## config.mk

```make
export PLATFORM = sky130hd
export DESIGN_NAME = bus_sel_pipe
export DESIGN_NICKNAME = d
export VERILOG_FILES = /design/src/rtl/bus_sel_pipe.sv
export SDC_FILE = /design/constraint.sdc
export NUM_CORES = 1
export LEC_CHECK = 0
export BUFFER_PORTS_ARGS = -buffer_cell sky130_fd_sc_hd__buf_4
export CAP_MARGIN = 20
export CORE_UTILIZATION = 45
export CTS_BUF_LIST = sky130_fd_sc_hd__clkbuf_2 sky130_fd_sc_hd__clkbuf_4 sky130_fd_sc_hd__clkbuf_8
export CTS_CLUSTER_DIAMETER = 40
export DETAILED_ROUTE_END_ITERATION = 6
export GPL_ROUTABILITY_DRIVEN = 0
export PLACE_DENSITY = 0.83
export SLEW_MARGIN = 20
export SYNTH_ARGS = -nofsm -noshare
export SYNTH_HDL_FRONTEND = slang
export SYNTH_SLANG_ARGS = --single-unit
```

## constraint.sdc

```tcl
create_clock -name clk -period 1.9 [get_ports clk]
set_input_delay 0.57 -clock clk [delete_from_list [all_inputs] [get_ports clk]]
set_output_delay 0.57 -clock clk [all_outputs]
set_load 0.05 [all_outputs]
```

## src/rtl/bus_sel_pipe.sv

```systemverilog
// ============================================================================
// Module   : bus_sel_pipe
// Purpose  : Registered one-of-N source selector (direct or round-robin scan)
//            with valid/ready output handshake and out-of-range select count.
// Revision : 1.0
// ============================================================================
`default_nettype none

module bus_sel_pipe #(
    parameter  int WIDTH   = 16,
    parameter  int NUM_SRC = 10,
    localparam int SEL_W   = ($clog2(NUM_SRC) > 1) ? $clog2(NUM_SRC) : 1
) (
    input  logic                     clk,
    input  logic                     rst_n,
    input  logic [NUM_SRC*WIDTH-1:0] src_data,
    input  logic [SEL_W-1:0]         sel,
    input  logic                     mode,
    input  logic                     req_valid,
    output logic                     req_ready,
    output logic [WIDTH-1:0]         out_data,
    output logic [SEL_W-1:0]         out_src,
    output logic                     out_valid,
    input  logic                     out_ready,
    output logic                     sel_err,
    output logic [7:0]               err_cnt
);

    localparam logic [SEL_W-1:0] C_LAST_SRC = SEL_W'(NUM_SRC - 1);
    localparam logic [7:0]       C_ERR_MAX  = 8'hFF;

    logic [WIDTH-1:0] src_arr [NUM_SRC];

    logic             accept;
    logic             sel_ok;
    logic             load;
    logic [SEL_W-1:0] pick_idx;

    logic [WIDTH-1:0] out_data_q,  out_data_d;
    logic [SEL_W-1:0] out_src_q,   out_src_d;
    logic             out_valid_q, out_valid_d;
    logic             sel_err_q,   sel_err_d;
    logic [7:0]       err_cnt_q,   err_cnt_d;
    logic [SEL_W-1:0] rr_ptr_q,    rr_ptr_d;

    for (genvar i = 0; i < NUM_SRC; i++) begin : g_unpack
        assign src_arr[i] = src_data[i*WIDTH +: WIDTH];
    end

    assign req_ready = !out_valid_q || out_ready;
    assign accept    = req_valid && req_ready;
    assign sel_ok    = (32'(sel) < NUM_SRC);
    assign pick_idx  = mode ? rr_ptr_q : sel;
    // Round-robin ignores sel entirely, so only direct mode can be rejected.
    assign load      = accept && (mode || sel_ok);

    always_comb begin
        out_data_d  = out_data_q;
        out_src_d   = out_src_q;
        out_valid_d = out_valid_q;
        sel_err_d   = 1'b0;
        err_cnt_d   = err_cnt_q;
        rr_ptr_d    = rr_ptr_q;

        if (load) begin
            out_data_d  = src_arr[pick_idx];
            out_src_d   = pick_idx;
            out_valid_d = 1'b1;
        end else if (out_valid_q && out_ready) begin
            out_valid_d = 1'b0;
        end

        if (accept && !mode && !sel_ok) begin
            sel_err_d = 1'b1;
            if (err_cnt_q != C_ERR_MAX) begin
                err_cnt_d = err_cnt_q + 8'd1;
            end
        end

        if (!mode) begin
            rr_ptr_d = '0;
        end else if (accept) begin
            rr_ptr_d = (rr_ptr_q == C_LAST_SRC) ? '0 : rr_ptr_q + 1'b1;
        end
    end

    always_ff @(posedge clk or negedge rst_n) begin
        if (!rst_n) begin
            out_data_q  <= '0;
            out_src_q   <= '0;
            out_valid_q <= 1'b0;
            sel_err_q   <= 1'b0;
            err_cnt_q   <= '0;
            rr_ptr_q    <= '0;
        end else begin
            out_data_q  <= out_data_d;
            out_src_q   <= out_src_d;
            out_valid_q <= out_valid_d;
            sel_err_q   <= sel_err_d;
            err_cnt_q   <= err_cnt_d;
            rr_ptr_q    <= rr_ptr_d;
        end
    end

    assign out_data  = out_data_q;
    assign out_src   = out_src_q;
    assign out_valid = out_valid_q;
    assign sel_err   = sel_err_q;
    assign err_cnt   = err_cnt_q;

endmodule

`default_nettype wire

```

* Yosys cells after proc, flatten, opt, wreduce, memory -nomap -nowiden
Index checks and enable logic that the tools add are counted.
** Word-level totals
- Flip-flop bits (word level) :: 34
- Input bits :: 169
- Output and inout bits :: 31
** Operators by class
- Add/sub/neg operators :: 2
- Order comparisons :: 2
- Equality and inequality tests :: 3
- Multiplexer cells :: 10
- Bitwise logic cells :: 1
- Reductions and logical operators :: 12
** Operators with widths (count)
- binary-select mux 16 bit (select 4 bit) :: 1
- two-way mux 16 bit :: 2
- two-way mux 4 bit :: 4
- adder 8 x 1 -> 8 bit (second input constant) :: 1
- != test 8 bit (second input constant) :: 1
- greater-or-equal comparator 5 bit (second input constant) :: 1
- logical AND 1 bit :: 5
- inverter 4 -> 5 bit :: 1
- adder 4 x 1 -> 4 bit (second input constant) :: 1
- equality test 4 bit (second input constant) :: 1
- < comparator 4 bit (second input constant) :: 1
- zero test 1 bit :: 3
- two-way mux 1 bit :: 3
- logical OR 1 bit :: 2
- != test 2 x 1 -> 1 bit (second input constant) :: 1
- AND reduction 2 bit :: 1
- nonzero test 2 bit :: 1

* Logic depth before layout (Yosys ltp)
Gate-level depths: netlist of the first run.
- Word-level depth :: 6
- Mapped depth :: 8
- Depth with buffers taken out :: 6

* Worst setup path after synthesis of the first run
No wires, ideal clock.
- Kind :: register -> register
- From :: reg out_valid_q (netlist: out_valid)
- To :: reg err_cnt_q[1] (netlist: err_cnt[1])
- Arrival :: 2.031 ns
- Slack :: -0.255 ns
- Cell stages (with the launch flop) :: 6
- Path buffers :: 0
- Period minus slack after synthesis :: 2.155 ns
- Path through :: dfrtp_1 nor2b_1 inv_1 nand2_1 nor3_2 mux2_2
** On the way
- Cells in the longest elaborated chain, start to end :: 6
** Ends and longest elaborated chain
- start: declaration :: RTL line 41 : logic out_valid_q, out_valid_d;
- start signal: assignment :: RTL line 98 : out_valid_q <= out_valid_d;
- zero test 1 bit :: RTL line 50 : assign req_ready = !out_valid_q || out_ready;
- logical OR 1 bit :: RTL line 50
- via req_ready :: RTL line 20 : output logic req_ready,
- logical AND 1 bit :: RTL line 51 : assign accept = req_valid && req_ready;
- logical AND 1 bit (2 in a row) :: RTL line 73 : if (accept && !mode && !sel_ok) begin
- AND reduction 2 bit (no line)
- end signal: assignment :: RTL line 100 : err_cnt_q <= err_cnt_d;
- end: declaration :: RTL line 43 : logic [7:0] err_cnt_q, err_cnt_d;
The timed path passes the listed nets, and every way through them passes these cells.
A chain may end at the register's enable or synchronous reset.

* Worst setup path in the final report of the first run
- From :: in mode
- To :: reg out_data_q[9] (netlist: out_data[9])
** On the way
- Cells in the longest elaborated chain, start to end :: 5
- Elaborated cells between the ends (all ways) :: 7
- Those cells by class :: mux (4); bitwise (1); reduce/logical (2)
** Ends and longest elaborated chain
- start: declaration :: RTL line 18 : input logic mode,
- two-way mux 4 bit :: RTL line 53 : assign pick_idx = mode ? rr_ptr_q : sel;
- inverter 4 -> 5 bit (implied by the code) :: RTL line 66 : out_data_d = src_arr[pick_idx];
- binary-select mux 16 bit (select 4 bit) :: RTL line 66
- two-way mux 16 bit (implied by the code) (2 in a row) :: RTL line 66
- end signal: assignment :: RTL line 96 : out_data_q <= out_data_d;
- end: declaration :: RTL line 39 : logic [WIDTH-1:0] out_data_q, out_data_d;
Several ways; a longest one is shown, not always the timed one. The select of a mux whose other input is x is not followed.

==> results of run 1 <==
-- layout make-up --
class,instances,share of cell area
multi-input combinational,325,0.438
tap,96,0.0230
inverter,6,0.00432
clock buffer,8,0.0175
timing repair buffer,238,0.353
sequential,34,0.164
-- registers in the layout (all words and copies together), names as in the netlist --
register	flops
out_data	16
out_src	4
rr_ptr_q	4
sel_err	1
err_cnt	8
out_valid	1
-- kinds of logic after synthesis --
| kind of cell | Yosys count |
|---|---|
| AOI/OAI and AO/OA | 143 |
| xor gates and xnor gates | 7 |
| adders and majority gates | 3 |
| buffers and inverters | 38 |
| DFF | 34 |
| muxes | 40 |
| and+or+nand+nor | 132 |
-- metal layers --
| layer | part of all wire | track usage |
|---|---|---|
| met5 | 0 | 0 |
| met4 | 0.046 | 0.145 |
| met3 | 0.11 | 0.0895 |
| met2 | 0.46 | 0.543 |
| met1 | 0.39 | 0.420 |
-- metrics by stage --
stage / setup WS [ns] / setup TNS [ns] / area (um2) / std cells
2_1_floorplan: 0.00144 / 0 / 3330 / 397
3_3_place_gp: -0.317 / -3.03 / 5100 / 699
3_5_place_dp: -0.294 / -3.86 / 5100 / 699
4_1_cts: 0.0202 / 0 / 5190 / 707
5_1_grt: 0.00264 / 0 / 5220 / 707
6_report: 0.0750 / 0 / 5220 / 707
-- cell usage after synthesis (3+ instances only) --
cell	number	share of area
mux4_2	16	0.11
o21ai_0	25	0.038
dfrtp_1	34	0.26
ha_1	3	0.011
xnor2_1	5	0.013
and3_1	3	0.0056
o22ai_1	17	0.032
buf_6	4	0.014
buf_2	12	0.018
a21oi_1	52	0.078
mux2_2	3	0.010
and2_1	4	0.0075
mux2i_1	18	0.054
o221ai_1	15	0.039
nand2b_1	31	0.058
nor2b_1	4	0.0075
o21ai_2	10	0.026
inv_1	6	0.0068
clkbuf_1	12	0.014
a22oi_1	15	0.034
nand2_1	22	0.025
nand3_1	3	0.0045
nor2_1	56	0.063
-- path summary, 6_finish.rpt --
path / start / endpoint / slack (ns) / cells after the start
max: mode / out_data[9] / 0.07 / 7
min: rst_n / rr_ptr_q[0] / 0.22 / 1
max reg2reg: err_cnt[0] / err_cnt[1] / 0.10 / 5
min reg2reg: err_cnt[7] / err_cnt[7] / 0.50 / 1
max in group asynchronous: rst_n / err_cnt[0] / 1.32 / 1
min in group clk: err_cnt[7] / err_cnt[7] / 0.50 / 1
-- report_power, final --
| group | leakage (nW) | switching [mW] | total (mW) | internal, mW |
|---|---|---|---|---|
| Clock | 0.0498 | 0.271 | 0.575 | 0.303 |
| Combinational | 1.93 | 1.15 | 1.99 | 0.834 |
| Sequential | 0.417 | 0.146 | 1.02 | 0.876 |
-- what timing repair did --
item | CTS | global route
cloned | 0 | 0
setup endpoints to repair | 1 | 15
resized for setup | 1 | 5
==> metrics.md, run 1 <==
| Metric | Value |
|---|---|
| Post-layout util | `0.747` |
| Most common cell after layout, fill and taps aside | `buf_4` |
| Element type at the critical path end | `register` |
| Largest net degree at the start of global routing | `35` |
| Post-CTS setup repair buffer count | `0` |
| Cts bufs inserted | `5` |
| Top_reg_cell synth | `dfrtp_1` |
| Skew-Pair Late Insertion Delay | `approximately 0.30 ns` |
| Startpoint Class | `input pin` |
| # IOs | `200` |
| Pwr Density | `roughly 690 mW/mm2` |
| Final clock skew | `~0.012 ns` |
| Nets | `just under 800` |
| #FFs+latches synth | `34` |
| Hold_ws | `approximately 0.22 ns` |
| Synthesized area per cell | `about 8.4 um2` |
| Worst Max-Slew Pin Slew | `0.884 ns` |
| Layout cell share with drive strength beyond 1 | `0.478` |
| CP Buf/Inv Count | `2` |
| CP arrival | `~2.0 ns` |
| Top delay family on crit path | `compound AO/OA/AOI/OAI gates` |
| Mux contribution to synthesized area | `0.188` |
| Initial antenna violation count | `0` |
| Slew Limit Headroom | `0.411` |
| Root Buffer Master | `clkbuf_8` |
| Maximum VDD drop | `between 500 and 600 uV` |
| DR pass1 iterations | `7` |
| Fin crit share | `0.961` |
| Simple-gate area share of the yosys netlist | `0.192` |
| Fillcell total | `about 550` |
| GR Overflow Total | `0` |
| Crit-path max cell delay | `~0.40 ns` |
| Row cnt | `30` |
| Failing checks | `DRC` |
| RSZ-0062 raised after global routing | `no` |
| FF+latch area | `855 um2` |
| Status | `finished with violations` |
| Most frequent cells in the layout | `buf_4, nor2_1, a21oi_1, nand2b_1, dfrtp_1` |
| CTS tree | `built` |
| Synth unique cells | `between 40 and 50` |
| Clock slew seen by the registers of the worst setup and hold paths | `around 0.08 ns` |
| TritonCTS Sinks | `34` |
| Post-CTS Hold Buffers | `0` |
| First-pass GRT wire length | `about 19000 um` |
| Die X | `just under 90 um` |
| Hold Crit Class | `input pin to asynchronous set/reset pin` |
| WL/cell | `about 18 um` |
| Initial DRC Count | `345` |
| Final Max Slew Viols | `0` |
| Area Growth Syn to Fin | `56.8%` |
| Leakage | `between 2 and 2.5 nW` |
| Adder-cell share of the synthesized area | `0.0113` |
| Effective utilization at floorplan | `0.477` |
| Total power | `3.59 mW` |
| DRC | `8` |
| ANT cells | `0` |
| Worst-path maximum fanout | `9` |
| Via/cell ratio | `slightly below 6` |
| Main combinational cell family by area after synthesis | `compound AO/OA/AOI/OAI gates` |
| Clk buf depth | `2` |
| H-tree levels | `2` |
| Yosys warns | `0` |
| Critical Path RT | `between 2 and 2.5 ns` |
| Hpwl dp | `between 10000 and 15000 um` |
| Vias | `about 4.2k` |
| Number of flops mapped to enable cells by yosys | `0` |
| Die area | `just under 0.008 mm2` |
| Slowest CP cell | `or3b_1` |
| Synth Area in XOR/XNOR | `0.0184` |
| Overall routing resource usage | `0.335` |
| Core area | `~0.0070 mm2` |
| Fin crit period | `around 1.8 ns` |
| Max Cap Viol | `0` |
| Routed Antenna Nets | `0` |
| Routed wire length | `12900 um` |
| Mapped Area | `about 0.0033 mm2` |
| Die Y | `about 88 um` |
| Mapped Cells | `397` |
| Hold Vio Cnt, Final | `0` |
| Register area share after synthesis | `0.256` |
| Worst-path cell chain | `buf_4 > or3b_1 > a21o_4 > buf_6 > o21ai_4 > o22ai_1 > a21oi_1` |
| Synth Area in Compound Gates | `0.269` |
| Multi-input combinational cell area | `0.00229 mm2` |
| Post-synthesis async set-or-reset flop share | `1.00` |
| Synthesized Nets | `569` |
| Fmax | `around 550 MHz` |
| # port buffers | `roughly 200` |
| Crit Path Class | `input pin to register` |
| Setup violators final | `0` |
| Vias in the first global route | `between 4k and 5k` |
Power figures use the tool's default switching activity.
==> run 2, diff against run 1 <==
--- a/config.mk
+++ b/config.mk
@@ -7,6 +7,7 @@
 export LEC_CHECK = 0
 export BUFFER_PORTS_ARGS = -buffer_cell sky130_fd_sc_hd__buf_4
 export CAP_MARGIN = 20
+export CORE_ASPECT_RATIO = 0.7
 export CORE_UTILIZATION = 45
 export CTS_BUF_LIST = sky130_fd_sc_hd__clkbuf_2 sky130_fd_sc_hd__clkbuf_4 sky130_fd_sc_hd__clkbuf_8
 export CTS_CLUSTER_DIAMETER = 40
==> run 2 against run 1 <==
  * The run now ends clean
  * Combinational power about the same
  * Setup slack worse by 0.0057 ns
  * Final cell count rose by 0.28%
  * Sequential power barely moved
  * First-iteration DRC count fell by 8.1%
  * Critical path type is now register to register
==> metrics.md, run 2 (synthesis gave the netlist of run 1 again) <==
| Metric | Value |
|---|---|
| Final clock skew | `0.00573 ns` |
| Post-layout util | `0.763` |
| Critical Path RT | `around 2.1 ns` |
| # IOs | `200` |
| RR Endpoint | `err_cnt[1]` |
| TritonCTS Sinks | `34` |
| Post-CTS Hold Buffers | `0` |
| Die X | `around 100 um` |
| Vias | `between 4k and 5k` |
| Fin crit period | `between 1.5 and 2 ns` |
| Layout cell share with drive strength beyond 1 | `0.480` |
| Most common cell after layout, fill and taps aside | `buf_4` |
| Worst-path maximum fanout | `5` |
| First-pass GRT wire length | `approximately 20000 um` |
| Clock slew seen by the registers of the worst setup and hold paths | `roughly 0.08 ns` |
| Cts bufs inserted | `5` |
| Hold Vio Cnt, Final | `0` |
| Worst Max-Slew Pin Slew | `0.828 ns` |
| Row cnt | `25` |
| Largest net degree at the start of global routing | `35` |
| Hold_ws | `0.210 ns` |
| DRC | `0` |
| FF-to-FF path depth | `5` |
| Total power | `~3.8 mW` |
| Nets | `a little under 800` |
| Pwr Density | `approximately 720 mW/mm2` |
| Die Y | `around 74 um` |
| ANT cells | `0` |
| Final Max Slew Viols | `0` |
| Initial antenna violation count | `0` |
| Crit path launch | `err_cnt[0]` |
| Fmax | `~550 MHz` |
| Status | `complete, no violations` |
| Clk buf depth | `2` |
| Area Growth Syn to Fin | `59.2%` |
| Root Buffer Master | `clkbuf_8` |
| Max reg flops | `16` |
| Startpoint Class | `register` |
| Hold Crit Class | `input pin to asynchronous set/reset pin` |
| Via/cell ratio | `slightly below 6` |
| Effective utilization at floorplan | `0.479` |
| CP arrival | `around 2.0 ns` |
| Die area | `about 0.0077 mm2` |
| Hpwl dp | `10400 um` |
| Crit Path Class | `register to register` |
| Setup TNS | `0 ns` |
| # port buffers | `~200` |
| Maximum VDD drop | `roughly 470 uV` |
| RSZ-0062 raised after global routing | `no` |
| Routed Antenna Nets | `0` |
| Setup violators final | `0` |
| Worst R2R Start | `err_cnt[0]` |
| CTS tree | `built` |
| Fin crit share | `0.964` |
| Element type at the critical path end | `register` |
| Skew-Pair Late Insertion Delay | `0.30 ns` |
| Setup crit end | `err_cnt[1]` |
| Routed wire length | `approximately 13000 um` |
| Vias in the first global route | `a little under 4k` |
| Most frequent cells in the layout | `buf_4, nor2_1, a21oi_1, nand2b_1, dfrtp_1` |
| Slew Limit Headroom | `0.448` |
| H-tree levels | `2` |
| Post-CTS setup repair buffer count | `0` |
| R2R Setup Slk | `0.07 ns` |
| WL/cell | `between 15 and 20 um` |
| Max Cap Viol | `0` |
| Leakage | `roughly 2.4 nW` |
| Initial DRC Count | `around 320` |
| GR Overflow Total | `0` |
| DR pass1 iterations | `5` |
| Overall routing resource usage | `0.340` |
| Core area | `~0.0069 mm2` |
## run 2: timing repair
| item | in CTS | in global routing |
|---|---|---|
| gates resized for setup | 0 | 4 |
| setup endpoints to repair | 0 | 15 |
| hold endpoints to repair | 0 | 0 |
## run 2: worst max-delay path: stages, from the launching register on
cell	delay, ns
dfrtp_2	0.44
ha_1	0.27
and3_1	0.17
and3_1	0.24
nor3_4	0.24
mux2_2	0.37
## run 2: worst min-delay path by stage
stage	slack (ns)	endpoint	start	cells past startpoint
after floorplan	0.27	err_cnt[0]	rst_n	0
after global placement	0.48	err_cnt[5]	err_cnt[5]	1
final	0.21	out_data[1]	rst_n	1
after detailed placement	0.49	err_cnt[0]	err_cnt[0]	1
after global routing	0.23	out_data[1]	rst_n	1
after CTS	0.23	out_data[1]	rst_n	1
## run 2: cell type report
| type | count | area [um2] |
|---|---|---|
| timing repair buffer | 242 | 1880 |
| clock buffer | 5 | 68.8 |
| clock inverter | 3 | 68.8 |
| inverter | 6 | 22.5 |
| tap | 94 | 118 |
| sequential | 34 | 855 |
| fill | 522 | 1650 |
| multi-input combinational | 325 | 2280 |
## run 2: layer usage
layer | global-route usage | routed length, um | vias up
met5 | 0 | 0 | -
met4 | 0.0876 | 180 | 0
met2 | 0.554 | 6050 | 232
li1 | - | - | 1901
met1 | 0.461 | 5530 | 1957
met3 | 0.0841 | 1160 | 17
## run 2: through the flow
stage	instances	setup WS (ns)	area, um2
floorplan	397	0.00144	3330
global placement	701	-0.177	5140
detailed placement	701	-0.237	5140
CTS	709	0.0265	5280
global route	709	0.0133	5300
finish	709	0.0693	5300
## run 2: power breakdown
group          switching [mW]  internal, mW
sequential              0.139         0.875
clock                   0.292         0.526
combinational            1.16         0.841
total                    1.60          2.24
==> run 3, diff against run 2 <==
--- a/config.mk
+++ b/config.mk
@@ -9,11 +9,12 @@
 export CAP_MARGIN = 20
 export CORE_ASPECT_RATIO = 0.7
 export CORE_UTILIZATION = 45
-export CTS_BUF_LIST = sky130_fd_sc_hd__clkbuf_2 sky130_fd_sc_hd__clkbuf_4 sky130_fd_sc_hd__clkbuf_8
+export CTS_BUF_LIST = sky130_fd_sc_hd__clkbuf_4
 export CTS_CLUSTER_DIAMETER = 40
 export DETAILED_ROUTE_END_ITERATION = 6
 export GPL_ROUTABILITY_DRIVEN = 0
-export PLACE_DENSITY = 0.83
+export PLACE_DENSITY = 0.82
+export SETUP_SLACK_MARGIN = 0.3
 export SLEW_MARGIN = 20
 export SYNTH_ARGS = -nofsm -noshare
 export SYNTH_HDL_FRONTEND = slang
==> run 3 against run 2 <==
  * The flow now finishes with violations (setup timing)
  * Non-clock buffer count increased by 40
  * Setup slack got worse by 0.080 ns
  * Combinational power increased by 40%
  * Die area unchanged
  * Via count increased by 30%
  * Maximum frequency decreased by 4.2%
  * Final area increased by 19%
  * Critical path depth increased by 4
  * Final cell count increased by 5.6%
==> metrics.md, run 3 (synthesis gave the netlist of run 1 again) <==
| Metric | Value |
|---|---|
| GR Overflow Total | `0` |
| Startpoint Class | `register` |
| Via/cell ratio | `7.12` |
| Setup violators final | `2` |
| Skew-Pair Late Insertion Delay | `about 0.38 ns` |
| Fin cells | `approximately 750` |
| Initial antenna violation count | `1` |
| Final clock skew | `~0.025 ns` |
| Crit-path max cell delay | `between 0.4 and 0.5 ns` |
| Element type at the critical path end | `register` |
| Core area | `about 0.007 mm2` |
| DP Area | `0.00522 mm2` |
| Failing checks | `setup timing` |
| Die X | `~100 um` |
| Final Max Slew Viols | `0` |
| Worst Max-Slew Pin Slew | `0.697 ns` |
| CTS tree | `built` |
| DRC | `0` |
| Fmax | `523 MHz` |
| Routed Antenna Nets | `0` |
| Vias in the first global route | `approximately 4.4k` |
| Effective utilization at floorplan | `0.479` |
| Initial DRC Count | `approximately 730` |
| Routed wire length | `roughly 20000 um` |
| Maximum VDD drop | `between 600 and 700 uV` |
| Largest net degree at the start of global routing | `35` |
| First-pass GRT wire length | `24100 um` |
| DR pass1 iterations | `7` |
| Leakage | `2.80 nW` |
| Fin crit period | `between 1.5 and 2 ns` |
| Most frequent cells in the layout | `buf_4, nor2_1, a21oi_1, nand2b_1, dfrtp_1` |
| Pwr Density | `between 700 and 800 mW/mm2` |
| Nets | `slightly above 800` |
| H-tree levels | `2` |
| Overall routing resource usage | `0.412` |
| Clk buf depth | `2` |
| Slowest CP cell | `dfrtp_2` |
| Layout cell share with drive strength beyond 1 | `0.614` |
| Area Growth Syn to Fin | `88.8%` |
| Clock slew seen by the registers of the worst setup and hold paths | `~0.15 ns` |
| Cts bufs inserted | `5` |
| CP arrival | `2.15 ns` |
| TritonCTS Sinks | `34` |
| RSZ-0062 raised after global routing | `yes` |
| Hold_ws | `0.128 ns` |
| Crit Path Class | `register to register` |
| Hold Vio Cnt, Final | `0` |
| Status | `finished with violations` |
| Vias | `approximately 5.3k` |
| ANT cells | `0` |
| Slew Limit Headroom | `0.534` |
| Die area | `slightly below 0.008 mm2` |
| Final Cell Area | `roughly 0.0063 mm2` |
| # IOs | `200` |
| Critical Path RT | `2.14 ns` |
| Die Y | `about 74 um` |
| Hpwl dp | `10700 um` |
| Most common cell after layout, fill and taps aside | `buf_4` |
| Post-layout util | `0.905` |
| Hold Crit Class | `input pin to asynchronous set/reset pin` |
| Max Cap Viol | `0` |
| # port buffers | `between 150 and 200` |
| Final worst slack | `-0.0112 ns` |
| Root Buffer Master | `clkbuf_4` |
| Row cnt | `25` |
| Worst-path cell chain | `nor2b_4 > buf_6 > a211oi_4 > buf_6 > buf_12 > buf_12 > o21ai_4 > o22ai_1 > a21oi_1` |
| Max reg flops | `16` |
| WL/cell | `27.1 um` |
| Fillcell total | `about 260` |
| Worst-path maximum fanout | `7` |
| Fin crit share | `1.01` |
| Placed Cells | `~700` |
| Pre-CTS setup slack | `-0.268 ns` |
## run 3: cell count changes in the layout (fill, tap and decap cells not counted), sizes merged
cell    delta
buf       +35
clkbuf     +4
bufbuf     +1
## run 3: where the power goes
part	internal [mW]	switching [mW]
combinational	1.25	1.56
clock	0.412	0.327
sequential	0.874	0.158
## run 3: per-stage QoR
stage          setup TNS [ns]  power (mW)
6_report              -0.0123        4.59
5_1_grt                -0.176        4.68
4_1_cts                     0        4.04
3_5_place_dp            -3.50        3.04
3_3_place_gp            -2.52        2.99
2_1_floorplan               0        2.20
## run 3: critical path: cells and delay by family, from the launching register on
kind / cells / cell delay [ns]
simple gates: 1 / 0.14
buf+inv: 4 / 0.56
compound gates: 4 / 0.61
flops: 1 / 0.43
## run 3: metal layers
metal / GRT usage / routed length, um / vias up
met2: 0.653 / 8390 / 720
li1: - / - / 1984
met1: 0.540 / 6730 / 2380
met4: 0.164 / 1730 / 2
met3: 0.112 / 3420 / 250
met5: 0.0476 / 13 / -
## run 3: final timing paths
check                                 from           to  slack [ns]  depth (start not counted)
worst max-delay path             out_valid  out_data[7]       -0.01                          9
worst min-delay path                 rst_n      sel_err        0.13                          1
worst max register to register   out_valid  out_data[7]       -0.01                          9
worst min register to register  out_src[1]   out_src[1]        0.55                          1
max in group asynchronous            rst_n   err_cnt[0]        1.38                          1
min in group clk                      mode  rr_ptr_q[0]        0.49                          2
## run 3: cell type report
class                           instances  area, um2  area share
Multi-Input combinational cell        325       2670       0.425
Clock inverter                          3       68.8      0.0110
Clock buffer                            5       37.5     0.00597
Sequential cell                        34        857       0.136
Tap cell                               94        118      0.0187
Inverter                                6       22.5     0.00358
Timing Repair Buffer                  282       2510       0.400
## run 3: timing repair
item | CTS | global route
buffers inserted | 20 | 8
setup endpoints to repair | 28 | 38
hold buffers | 0 | 0
pin swaps | 22 | 27
gates resized for setup | 51 | 68
cloned | 6 | 4
